<file path="src/rtl/alu_seq_ctrl.sv">
// ============================================================================
// alu_seq_ctrl : nibble-serial ADD/SUB and shift-and-add MUL over one cla_4bit
// Revision 1.0 : initial release
// ============================================================================
`default_nettype none

module cla_4bit (
    input  logic [3:0] x,
    input  logic [3:0] y,
    input  logic       c_in,
    output logic [3:0] sum,
    output logic       c_out
);
    logic [3:0] w_g;
    logic [3:0] w_p;
    logic [4:0] w_c;

    assign w_g = x & y;
    assign w_p = x ^ y;

    // Carries expanded from generate/propagate terms, not rippled.
    assign w_c[0] = c_in;
    assign w_c[1] = w_g[0] | (w_p[0] & c_in);
    assign w_c[2] = w_g[1] | (w_p[1] & w_g[0]) | (w_p[1] & w_p[0] & c_in);
    assign w_c[3] = w_g[2] | (w_p[2] & w_g[1]) | (w_p[2] & w_p[1] & w_g[0])
                  | (w_p[2] & w_p[1] & w_p[0] & c_in);
    assign w_c[4] = w_g[3] | (w_p[3] & w_g[2]) | (w_p[3] & w_p[2] & w_g[1])
                  | (w_p[3] & w_p[2] & w_p[1] & w_g[0])
                  | (w_p[3] & w_p[2] & w_p[1] & w_p[0] & c_in);

    assign sum   = w_p ^ w_c[3:0];
    assign c_out = w_c[4];
endmodule

module alu_seq_ctrl #(
    parameter int WIDTH = 16
) (
    input  logic             clk,
    input  logic             rst,
    input  logic             start,
    input  logic [1:0]       op,
    input  logic [WIDTH-1:0] a,
    input  logic [WIDTH-1:0] b,
    output logic             busy,
    output logic             done,
    output logic [WIDTH-1:0] result,
    output logic             carry,
    output logic             err
);
    localparam int NIB  = WIDTH / 4;
    localparam int HALF = WIDTH / 2;
    localparam int K_W  = (NIB  > 1) ? $clog2(NIB)  : 1;
    localparam int P_W  = (HALF > 1) ? $clog2(HALF) : 1;

    localparam logic [1:0]     c_op_add    = 2'b00;
    localparam logic [1:0]     c_op_sub    = 2'b01;
    localparam logic [1:0]     c_op_mul    = 2'b10;
    localparam logic [K_W-1:0] c_k_last    = K_W'(NIB - 1);
    localparam logic [P_W-1:0] c_pass_last = P_W'(HALF - 1);

    generate
        if ((WIDTH % 8) != 0) begin : g_width_check
            $error("alu_seq_ctrl: WIDTH must be a multiple of 8");
        end
    endgenerate

    typedef enum logic [1:0] {
        S_IDLE   = 2'd0,
        S_ADDSUB = 2'd1,
        S_MUL    = 2'd2
    } state_t;

    state_t           r_state, w_state_nxt;
    logic [1:0]       r_op, w_op_nxt;
    logic [WIDTH-1:0] r_a, w_a_nxt;
    logic [WIDTH-1:0] r_b, w_b_nxt;
    logic [K_W-1:0]   r_k, w_k_nxt;
    logic [P_W-1:0]   r_pass, w_pass_nxt;
    logic             r_creg, w_creg_nxt;
    logic [WIDTH-1:0] r_acc, w_acc_nxt;
    logic [WIDTH-1:0] r_m, w_m_nxt;
    logic [HALF-1:0]  r_q, w_q_nxt;
    logic [WIDTH-1:0] r_result, w_result_nxt;
    logic             r_carry, w_carry_nxt;
    logic             r_err, w_err_nxt;
    logic             r_busy, w_busy_nxt;
    logic             r_done, w_done_nxt;

    logic [3:0]       w_add_x;
    logic [3:0]       w_add_y;
    logic [3:0]       w_sum;
    logic             w_cout;
    logic             w_is_sub;

    assign w_is_sub = (r_op == c_op_sub);

    // Adder operand steering lives apart from the FSM so the sum feedback
    // into next-state logic is not a block-level combinational loop.
    always_comb begin
        w_add_x = '0;
        w_add_y = '0;
        if (r_state == S_MUL) begin
            w_add_x = r_acc[{r_k, 2'b00} +: 4];
            w_add_y = r_q[0] ? r_m[{r_k, 2'b00} +: 4] : 4'h0;
        end else begin
            w_add_x = r_a[{r_k, 2'b00} +: 4];
            w_add_y = r_b[{r_k, 2'b00} +: 4] ^ {4{w_is_sub}};
        end
    end

    cla_4bit u_cla (
        .x     (w_add_x),
        .y     (w_add_y),
        .c_in  (r_creg),
        .sum   (w_sum),
        .c_out (w_cout)
    );

    always_comb begin
        w_state_nxt  = r_state;
        w_op_nxt     = r_op;
        w_a_nxt      = r_a;
        w_b_nxt      = r_b;
        w_k_nxt      = r_k;
        w_pass_nxt   = r_pass;
        w_creg_nxt   = r_creg;
        w_acc_nxt    = r_acc;
        w_m_nxt      = r_m;
        w_q_nxt      = r_q;
        w_result_nxt = r_result;
        w_carry_nxt  = r_carry;
        w_err_nxt    = r_err;
        w_busy_nxt   = r_busy;
        w_done_nxt   = 1'b0;

        case (r_state)
            S_IDLE: begin
                if (start) begin
                    w_op_nxt     = op;
                    w_a_nxt      = a;
                    w_b_nxt      = b;
                    w_result_nxt = '0;
                    w_carry_nxt  = 1'b0;
                    w_err_nxt    = 1'b0;
                    w_k_nxt      = '0;
                    w_pass_nxt   = '0;
                    w_acc_nxt    = '0;
                    w_m_nxt      = {{(WIDTH - HALF){1'b0}}, a[HALF-1:0]};
                    w_q_nxt      = b[HALF-1:0];
                    w_creg_nxt   = (op == c_op_sub);
                    case (op)
                        c_op_add, c_op_sub: begin
                            w_state_nxt = S_ADDSUB;
                            w_busy_nxt  = 1'b1;
                        end
                        c_op_mul: begin
                            w_state_nxt = S_MUL;
                            w_busy_nxt  = 1'b1;
                        end
                        default: begin
                            w_err_nxt  = 1'b1;
                            w_done_nxt = 1'b1;
                        end
                    endcase
                end
            end

            S_ADDSUB: begin
                w_acc_nxt[{r_k, 2'b00} +: 4] = w_sum;
                w_creg_nxt                   = w_cout;
                w_k_nxt                      = r_k + 1'b1;
                if (r_k == c_k_last) begin
                    w_k_nxt      = '0;
                    w_result_nxt = w_acc_nxt;
                    w_carry_nxt  = w_is_sub ? ~w_cout : w_cout;
                    w_done_nxt   = 1'b1;
                    w_busy_nxt   = 1'b0;
                    w_state_nxt  = S_IDLE;
                end
            end

            S_MUL: begin
                w_acc_nxt[{r_k, 2'b00} +: 4] = w_sum;
                w_creg_nxt                   = w_cout;
                w_k_nxt                      = r_k + 1'b1;
                // Every pass runs all nibbles even when q[0] is 0: fixed latency.
                if (r_k == c_k_last) begin
                    w_k_nxt    = '0;
                    w_creg_nxt = 1'b0;
                    w_m_nxt    = r_m << 1;
                    w_q_nxt    = r_q >> 1;
                    w_pass_nxt = r_pass + 1'b1;
                    if (r_pass == c_pass_last) begin
                        w_pass_nxt   = '0;
                        w_result_nxt = w_acc_nxt;
                        w_carry_nxt  = 1'b0;
                        w_done_nxt   = 1'b1;
                        w_busy_nxt   = 1'b0;
                        w_state_nxt  = S_IDLE;
                    end
                end
            end

            default: begin
                w_state_nxt = S_IDLE;
                w_busy_nxt  = 1'b0;
            end
        endcase
    end

    always_ff @(posedge clk) begin
        if (rst) begin
            r_state  <= S_IDLE;
            r_op     <= '0;
            r_a      <= '0;
            r_b      <= '0;
            r_k      <= '0;
            r_pass   <= '0;
            r_creg   <= 1'b0;
            r_acc    <= '0;
            r_m      <= '0;
            r_q      <= '0;
            r_result <= '0;
            r_carry  <= 1'b0;
            r_err    <= 1'b0;
            r_busy   <= 1'b0;
            r_done   <= 1'b0;
        end else begin
            r_state  <= w_state_nxt;
            r_op     <= w_op_nxt;
            r_a      <= w_a_nxt;
            r_b      <= w_b_nxt;
            r_k      <= w_k_nxt;
            r_pass   <= w_pass_nxt;
            r_creg   <= w_creg_nxt;
            r_acc    <= w_acc_nxt;
            r_m      <= w_m_nxt;
            r_q      <= w_q_nxt;
            r_result <= w_result_nxt;
            r_carry  <= w_carry_nxt;
            r_err    <= w_err_nxt;
            r_busy   <= w_busy_nxt;
            r_done   <= w_done_nxt;
        end
    end

    assign busy   = r_busy;
    assign done   = r_done;
    assign result = r_result;
    assign carry  = r_carry;
    assign err    = r_err;
endmodule

`default_nettype wire

</file>
<file path="config.mk">
export PLATFORM = sky130hd
export DESIGN_NAME = alu_seq_ctrl
export DESIGN_NICKNAME = d
export VERILOG_FILES = /design/src/rtl/alu_seq_ctrl.sv
export SDC_FILE = /design/constraint.sdc
export NUM_CORES = 1
export LEC_CHECK = 0
export CAP_MARGIN = 20
export CORE_MARGIN = 2
export CORE_UTILIZATION = 45
export CTS_CLUSTER_DIAMETER = 50
export CTS_CLUSTER_SIZE = 25
export DETAILED_ROUTE_END_ITERATION = 7
export PLACE_DENSITY = 0.66
export SETUP_SLACK_MARGIN = 0.4
export SLEW_MARGIN = 30
export SYNTH_ARGS = -nofsm -noshare
export SYNTH_HDL_FRONTEND = slang
export SYNTH_SLANG_ARGS = --single-unit
</file>
<file path="constraint.sdc">
create_clock -name clk -period 3.7 [get_ports clk]
set_input_delay 0.74 -clock clk [delete_from_list [all_inputs] [get_ports clk]]
set_output_delay 0.74 -clock clk [all_outputs]
set_load 0.02 [all_outputs]
</file>
==> reports/qor.json, run 1 <==
{
  "data_required_time_of_the_critical_path_ns": 3.97,
  "path_max_fanout": 12,
  "max_freq_mhz": 317,
  "timing.final.hold_violations": 0,
  "synth-edff-count": 0,
  "initial_utilization": 0.465,
  "detailedRoute.firstPassIterationCount": 5,
  "grt_max_degree": 54,
  "grtUsageTotal": 0.217,
  "fin_util": 0.549,
  "crit_chain": "buf_4 -> mux4_2 -> nand2_1 -> and2_1 -> inv_1 -> ha_1 -> a41oi_1 -> o21ai_0 -> xor2_1 -> a21boi_0 -> o41ai_1",
  "fin_nets": 679,
  "placementRows": 38,
  "cp-end-kind": "register",
  "gp_routability_congestion": 0.852,
  "cell_area_synth_um2": 5060,
  "setup_viol_count_final": 0,
  "detailroute.via_count": 4390,
  "numPortBuffers": 56,
  "clock-sinks": 102,
  "vdd_drop_max_v": 0.000273,
  "synth_fp_nets": 641,
  "drt-vias-per-instance": 5.72,
  "cts_hold_buf": 0,
  "grt_pass1_wl_mm": 20.3,
  "grt_pass1_vias": 4028,
  "drive_above_1_share": 0.0845,
  "clock-root-buffer": "sky130_fd_sc_hd__clkbuf_8",
  "drv_cap": 0,
  "cts_setup_buffers": 0,
  "outcome": "finished clean",
  "cts_inserted_buffers": 9,
  "ys_async_sr_fraction": 0,
  "postSynthRegisterBits": 102,
  "design.portCount": 57,
  "fin_max_slew_vios": 0,
  "gr-total-overflow": 0,
  "syn-mean-instance-area_um2": 8.66,
  "yosysTopAreaCell": "sky130_fd_sc_hd__dfxtp_1",
  "p_per_area_nw_per_um2": 429,
  "drtIter0Drc": 308,
  "detail_route.drc_violations": 0,
  "synth_cell_types": 53,
  "core_um2": 10900,
  "route.antenna.remaining_nets": 0,
  "worst-slew-pin-transition_ns": 0.774,
  "yosys_warnings": 0,
  "path_clk_slew_ns": 0.10,
  "period_share": 0.854,
  "synth_seq_area_share": 0.403,
  "worst_path_largest_cell_delay_ns": 0.53,
  "synthDominantCellAreaShare": 0.403,
  "max_slew_headroom": 0.483,
  "min_path_type": "register to register",
  "area_growth_pct": 18.1,
  "worst_skew_pair_latency_ns": 0.37,
  "antenna_cells_inserted": 0,
  "grt_antenna_before_repair": 0,
  "syn-instance-count": 585,
  "cpLargestDelayFamily": "compound AO/OA/AOI/OAI gates",
  "min_period_ns": 3.16,
  "skew_final_ns": 0.0133,
  "yosys-top-cells-area": "sky130_fd_sc_hd__dfxtp_1 40%, sky130_fd_sc_hd__nand2_1 9.6%, sky130_fd_sc_hd__a21oi_1 6.7%",
  "power.leakage_nw": 2.17,
  "die_footprint_um2": 12100,
  "synth_top_flop_cell": "sky130_fd_sc_hd__dfxtp_1",
  "hpwl_mm": 9.04,
  "clock_h_tree_levels": 3,
  "rsz0062_at_grt": "false",
  "path_class": "register to register",
  "wl_per_cell_um": 16.4,
  "cts_max_path_buffers": 2,
  "path_buf_inv": 2,
  "routed_wirelength_mm": 12.5,
  "timing.critical_path.arrival_ns": 3.43,
  "cts_tree": "done",
  "die_y_um": 110,
  "tns_ns": 0,
  "critical_path_cell_with_the_highest_stage_delay": "sky130_fd_sc_hd__mux4_2",
  "die_x_um": 110,
  "category_of_the_worst_setup_path_launch_point": "register"
}
[flip-flops by register name, indices dropped and copies added (netlist names), 3 cells and up]
register	count
r_q	8
r_m	16
r_pass	3
r_a	16
r_acc	16
result	16
r_b	16
[final cells by class]
cell class                      instances  area [µm²]
Tap cell                              140         175
Timing Repair Buffer                   68         648
Clock buffer                            9         124
Fill cell                            1013        4910
Inverter                               15        56.3
Clock inverter                          6         116
Multi-Input combinational cell        427        2820
Sequential cell                       102        2050
[power by group]
group          switching, mW  total [mW]  internal, mW  leakage, nW
logic                  0.297       0.508         0.211         1.21
registers             0.0503        1.21          1.16        0.833
clock network          0.397       0.850         0.453        0.121
total                  0.744        2.57          1.82         2.17
[synthesized netlist by cell type (11+ instances only)]
library cell,count
sky130_fd_sc_hd__mux2i_1,15
sky130_fd_sc_hd__nand3b_1,14
sky130_fd_sc_hd__a211oi_1,17
sky130_fd_sc_hd__inv_1,15
sky130_fd_sc_hd__o21ai_0,11
sky130_fd_sc_hd__buf_2,13
sky130_fd_sc_hd__a22oi_1,12
sky130_fd_sc_hd__nand3_1,13
sky130_fd_sc_hd__ha_1,18
sky130_fd_sc_hd__a21oi_1,68
sky130_fd_sc_hd__clkbuf_1,22
sky130_fd_sc_hd__nand2_1,130
sky130_fd_sc_hd__nor2_1,35
sky130_fd_sc_hd__dfxtp_1,102
[final timing paths]
kind / from / to / slack, ns / cells past startpoint
worst max-delay path: r_k[0] / r_acc[11] / 0.54 / 11
worst min-delay path: r_b[5] / r_b[5] / 0.46 / 2
worst max register to register: r_k[0] / r_acc[11] / 0.54 / 11
worst min register to register: r_b[5] / r_b[5] / 0.46 / 2
[kinds of logic after synthesis]
logic type                 after synthesis  synth area share
DFF                                    102             0.403
AOI/OAI and AO/OA                      145             0.179
buffers and inverters                   56            0.0499
and+or+nand+nor                        225             0.205
adders and majority gates               19            0.0484
xor gates and xnor gates                 7            0.0121
muxes                                   31             0.102
[worst min-delay path, delay by kind of cell (launching register included)]
kind	cells	cell delay [ns]
AND/OR/NAND/NOR	1	0.05
AO/OA/AOI/OAI	1	0.05
flip-flops	1	0.32
[placed cells by master (no fill, tap or decap), drive strengths merged, types with 14 or more instances in the layout]
cell type / instances
a211oi: 17
a21oi: 68
clkdlybuf4s50: 55
dfxtp: 102
ha: 18
inv: 18
mux2i: 15
mux4: 15
nand2: 130
nand3b: 14
nor2: 37
[through the flow]
stage	std cells	worst slack, ns	hold WS (ns)	total power, mW	area (µm²)
2_1_floorplan	585	0.713	0.432	1.58	5060
3_3_place_gp	752	0.495	0.440	1.72	5700
3_5_place_dp	752	0.353	0.445	1.73	5700
5_1_grt	767	0.389	0.478	2.70	5980
6_report	767	0.540	0.457	2.57	5980
4_1_cts	767	0.434	0.460	2.57	5940
[routing by layer]
| layer | wire length (µm) | part of all wire | GRT usage | vias to the layer above |
|---|---|---|---|---|
| met5 | 0 | 0 | 0 | - |
| li1 | - | - | - | 2155 |
| met1 | 5850 | 0.47 | 0.305 | 2089 |
| met3 | 659 | 0.053 | 0.0364 | 22 |
| met4 | 169 | 0.013 | 0.0509 | 0 |
| met2 | 5870 | 0.47 | 0.350 | 124 |
[repair_timing]
item                       4_1_cts  5_1_grt
resized for setup                1        6
setup endpoints to repair        5       21
pin swaps                        0        3
(Power assumes the default switching activity.)
==> run 2: changes to the inputs <==
--- a/config.mk
+++ b/config.mk
@@ -5,6 +5,7 @@
 export SDC_FILE = /design/constraint.sdc
 export NUM_CORES = 1
 export LEC_CHECK = 0
+export ABC_CLOCK_PERIOD_IN_PS = 3700
 export CAP_MARGIN = 20
 export CORE_MARGIN = 2
 export CORE_UTILIZATION = 45
==> results of run 2 <==
No change in the layout: final DEF, timing and power equal those of run 1.
==> run 3: changes to the inputs <==
--- a/config.mk
+++ b/config.mk
@@ -7,7 +7,7 @@
 export LEC_CHECK = 0
 export ABC_CLOCK_PERIOD_IN_PS = 3700
 export CAP_MARGIN = 20
-export CORE_MARGIN = 2
+export CORE_MARGIN = 4
 export CORE_UTILIZATION = 45
 export CTS_CLUSTER_DIAMETER = 50
 export CTS_CLUSTER_SIZE = 25
==> constraint.sdc (replaced) <==
create_clock -name clk -period 3.7 [get_ports clk]
set_input_delay 0.925 -clock clk [delete_from_list [all_inputs] [get_ports clk]]
set_output_delay 0.925 -clock clk [all_outputs]
set_load 0.02 [all_outputs]
==> run 3 against run 2 <==
  * Design area is 1.6% higher
  * Clock power rose by 27%
  * Power increased by 9.4%
  * Critical path type unchanged
  * Largest power group unchanged
  * Highest routed layer unchanged
==> reports/qor.json, run 3 (synthesis gave the netlist of run 1 again) <==
{
  "grt_pass1_vias": {"value": 4328, "change": "+7.4%"},
  "vdd_drop_max": {"value": 0.000260, "unit": "V", "change": "-5.0%"},
  "worst_slack_setup_final": {"value": 0.644, "unit": "ns", "change": "+0.104 ns"},
  "cts_max_path_buffers": {"value": 2, "change": "unchanged"},
  "min_path_type": "register to register",
  "final_common_cell": "sky130_fd_sc_hd__nand2_1",
  "path_class": "register to register",
  "busiest_metal_layer_after_global_routing": "met2",
  "max_slew_headroom": {"value": 0.465, "change": "-0.0181"},
  "die_x": {"value": 114, "unit": "µm", "change": "+3.6%"},
  "path_max_fanout": {"value": 9, "change": "-3"},
  "p_per_area": {"value": 463, "unit": "nW/µm²", "change": "+7.7%"},
  "cts_inserted_buffers": {"value": 9, "change": "unchanged"},
  "hpwl": {"value": 9.32, "unit": "mm", "change": "+3.1%"},
  "critical_path_cell_with_the_highest_stage_delay": "sky130_fd_sc_hd__mux4_2",
  "cp-end-kind": "register",
  "detail_route.drc_violations": {"value": 0, "change": "unchanged"},
  "path_clk_slew": {"value": 0.07, "unit": "ns", "change": "-0.03 ns"},
  "clock_h_tree_levels": {"value": 3, "change": "unchanged"},
  "detailroute.via_count": {"value": 4392, "change": "+0.046%"},
  "grt_antenna_before_repair": {"value": 0, "change": "unchanged"},
  "worst-slew-pin-transition": {"value": 0.801, "unit": "ns", "change": "+0.0274 ns"},
  "fin_total_pwr": {"value": 2.81, "unit": "mW", "change": "+9.4%"},
  "grtUsageTotal": {"value": 0.207, "change": "-0.0103"},
  "initial_utilization": {"value": 0.463, "change": "-0.00202"},
  "gr-total-overflow": {"value": 0, "change": "unchanged"},
  "grt_max_degree": {"value": 63, "change": "+17%"},
  "post_route_hold_slack": {"value": 0.453, "unit": "ns", "change": "-0.00409 ns"},
  "min_period": {"value": 3.06, "unit": "ns", "change": "-0.104 ns"},
  "fin_util": {"value": 0.556, "change": "+0.00631"},
  "gp_routability_congestion": {"value": 0.870, "change": "+2.0%"},
  "setup_viol_count_final": {"value": 0, "change": "unchanged"},
  "die_y": {"value": 114, "unit": "µm", "change": "+3.6%"},
  "clock-sinks": {"value": 102, "change": "unchanged"},
  "timing.final.hold_violations": {"value": 0, "change": "unchanged"},
  "power.leakage": {"value": 2.21, "unit": "nW", "change": "+1.9%"},
  "core": {"value": 10900, "unit": "µm²", "change": "+0.44%"},
  "drv_cap": {"value": 0, "change": "unchanged"},
  "path_buf_inv": {"value": 3, "change": "+1"},
  "route.antenna.remaining_nets": {"value": 0, "change": "unchanged"},
  "drt-vias-per-instance": {"value": 5.72, "change": "about the same"},
  "clock-root-buffer": "sky130_fd_sc_hd__clkbuf_16",
  "rsz0062_at_grt": "false",
  "crit_chain": "buf_4 -> mux4_2 -> nand2_1 -> and2_1 -> inv_1 -> ha_1 -> a41oi_1 -> o21ai_0 -> xor2_1 -> buf_4 -> a21oi_1 -> o41ai_1",
  "fin_max_slew_vios": {"value": 0, "change": "unchanged"},
  "routed_wirelength": {"value": 13.2, "unit": "mm", "change": "+5.6%"},
  "wl_per_cell": {"value": 17.2, "unit": "µm", "change": "+5.4%"},
  "area_growth_pct": 20.0,
  "fin_nets": {"value": 680, "change": "+0.15%"},
  "detailedRoute.firstPassIterationCount": {"value": 5, "change": "unchanged"},
  "cts_tree": "done",
  "tns": {"value": 0, "unit": "ns", "change": "unchanged"},
  "grt_util_met2": {"value": 0.336, "change": "-0.0140"},
  "category_of_the_worst_setup_path_launch_point": "register",
  "die_footprint": {"value": 13000, "unit": "µm²", "change": "+7.4%"},
  "global_route.usage.met3": {"value": 0.0418, "change": "+0.00531"},
  "design.portCount": {"value": 57, "change": "unchanged"},
  "period_share": {"value": 0.826, "change": "-0.0280"},
  "worst_path_most_repeated_cell": "sky130_fd_sc_hd__buf_4",
  "drive_above_1_share": {"value": 0.0828, "change": "-0.00173"},
  "grt_pass1_wl": {"value": 21.5, "unit": "mm", "change": "+5.7%"},
  "antenna_cells_inserted": {"value": 0, "change": "unchanged"},
  "worst_path_largest_cell_delay": {"value": 0.50, "unit": "ns", "change": "-0.03 ns"},
  "cpLargestDelayFamily": "compound AO/OA/AOI/OAI gates",
  "max_freq": {"value": 327, "unit": "MHz", "change": "+3.4%"},
  "worst_skew_pair_latency": {"value": 0.35, "unit": "ns", "change": "-0.02 ns"},
  "grt_util_met1": {"value": 0.275, "change": "-0.0297"},
  "outcome": "finished clean",
  "fillcell_total": {"value": 1031, "change": "+1.8%"},
  "commonest_cells_after_routing_fill_and_taps_aside": "130 x sky130_fd_sc_hd__nand2_1, 101 x sky130_fd_sc_hd__dfxtp_1, 68 x sky130_fd_sc_hd__a21oi_1",
  "skew_final": {"value": 0.0107, "unit": "ns", "change": "-0.00264 ns"},
  "preCtsSetupSlack": {"value": 0.274, "unit": "ns", "change": "-0.0788 ns"},
  "placementRows": {"value": 38, "change": "unchanged"},
  "timing.critical_path.arrival": {"value": 3.30, "unit": "ns", "change": "-0.13 ns"},
  "numPortBuffers": {"value": 56, "change": "unchanged"},
  "drtIter0Drc": {"value": 284, "change": "-7.8%"},
  "data_required_time_of_the_critical_path": {"value": 3.94, "unit": "ns", "change": "-0.03 ns"},
  "cts_hold_buf": {"value": 0, "change": "unchanged"}
}
-- run 3: per-layer routing --
layer  share of wire  wire [µm]  up-vias
met2            0.46       6120      123
met3           0.053        696       18
li1                -          -     2150
met1            0.47       6190     2101
met5               0          0        -
met4           0.018        235        0
-- run 3: through the flow --
stage / area, µm² / instances
6_report: 6080 / 768
5_1_grt: 6080 / 768
4_1_cts: 6040 / 767
3_5_place_dp: 5700 / 752
3_3_place_gp: 5700 / 752
2_1_floorplan: 5060 / 585
-- run 3: where the power goes --
group | internal, mW | switching (mW) | total, mW | leakage, nW
combinational | 0.217 | 0.304 | 0.521 | 1.21
clock | 0.657 | 0.419 | 1.08 | 0.161
sequential | 1.16 | 0.0511 | 1.21 | 0.833
-- run 3: path summary, 6_finish.rpt --
kind / startpoint / endpoint / slack, ns / depth (start not counted)
setup reg to reg: r_k[0] / result[3] / 0.64 / 12
hold / removal: result[9] / result[9] / 0.45 / 2
setup / recovery: r_k[0] / result[3] / 0.64 / 12
hold reg to reg: result[9] / result[9] / 0.45 / 2
-- run 3: worst register-to-register path, cell delays in order, from the launching register on --
cell and delay, ns:
sky130_fd_sc_hd__dfxtp_4 0.45, sky130_fd_sc_hd__buf_4 0.21, sky130_fd_sc_hd__mux4_2 0.50, sky130_fd_sc_hd__nand2_1 0.07
sky130_fd_sc_hd__and2_1 0.17, sky130_fd_sc_hd__inv_1 0.07, sky130_fd_sc_hd__ha_1 0.31, sky130_fd_sc_hd__a41oi_1 0.18
sky130_fd_sc_hd__o21ai_0 0.16, sky130_fd_sc_hd__xor2_1 0.19, sky130_fd_sc_hd__buf_4 0.16, sky130_fd_sc_hd__a21oi_1 0.09
sky130_fd_sc_hd__o41ai_1 0.38
-- run 3: area by class of cell --
| type | instances | area [µm²] | area share |
|---|---|---|---|
| clock buffer | 9 | 225 | 0.0371 |
| clock inverter | 6 | 111 | 0.0183 |
| inverter | 15 | 56.3 | 0.00927 |
| multi-input combinational | 427 | 2800 | 0.460 |
| sequential | 102 | 2050 | 0.337 |
| tap | 140 | 175 | 0.0288 |
| timing repair buffer | 69 | 667 | 0.110 |
-- run 3: timing repair --
item | CTS | global route
setup endpoints to repair | 14 | 21
buffers inserted | 0 | 1
pin swaps | 0 | 1
gates resized for setup | 2 | 7
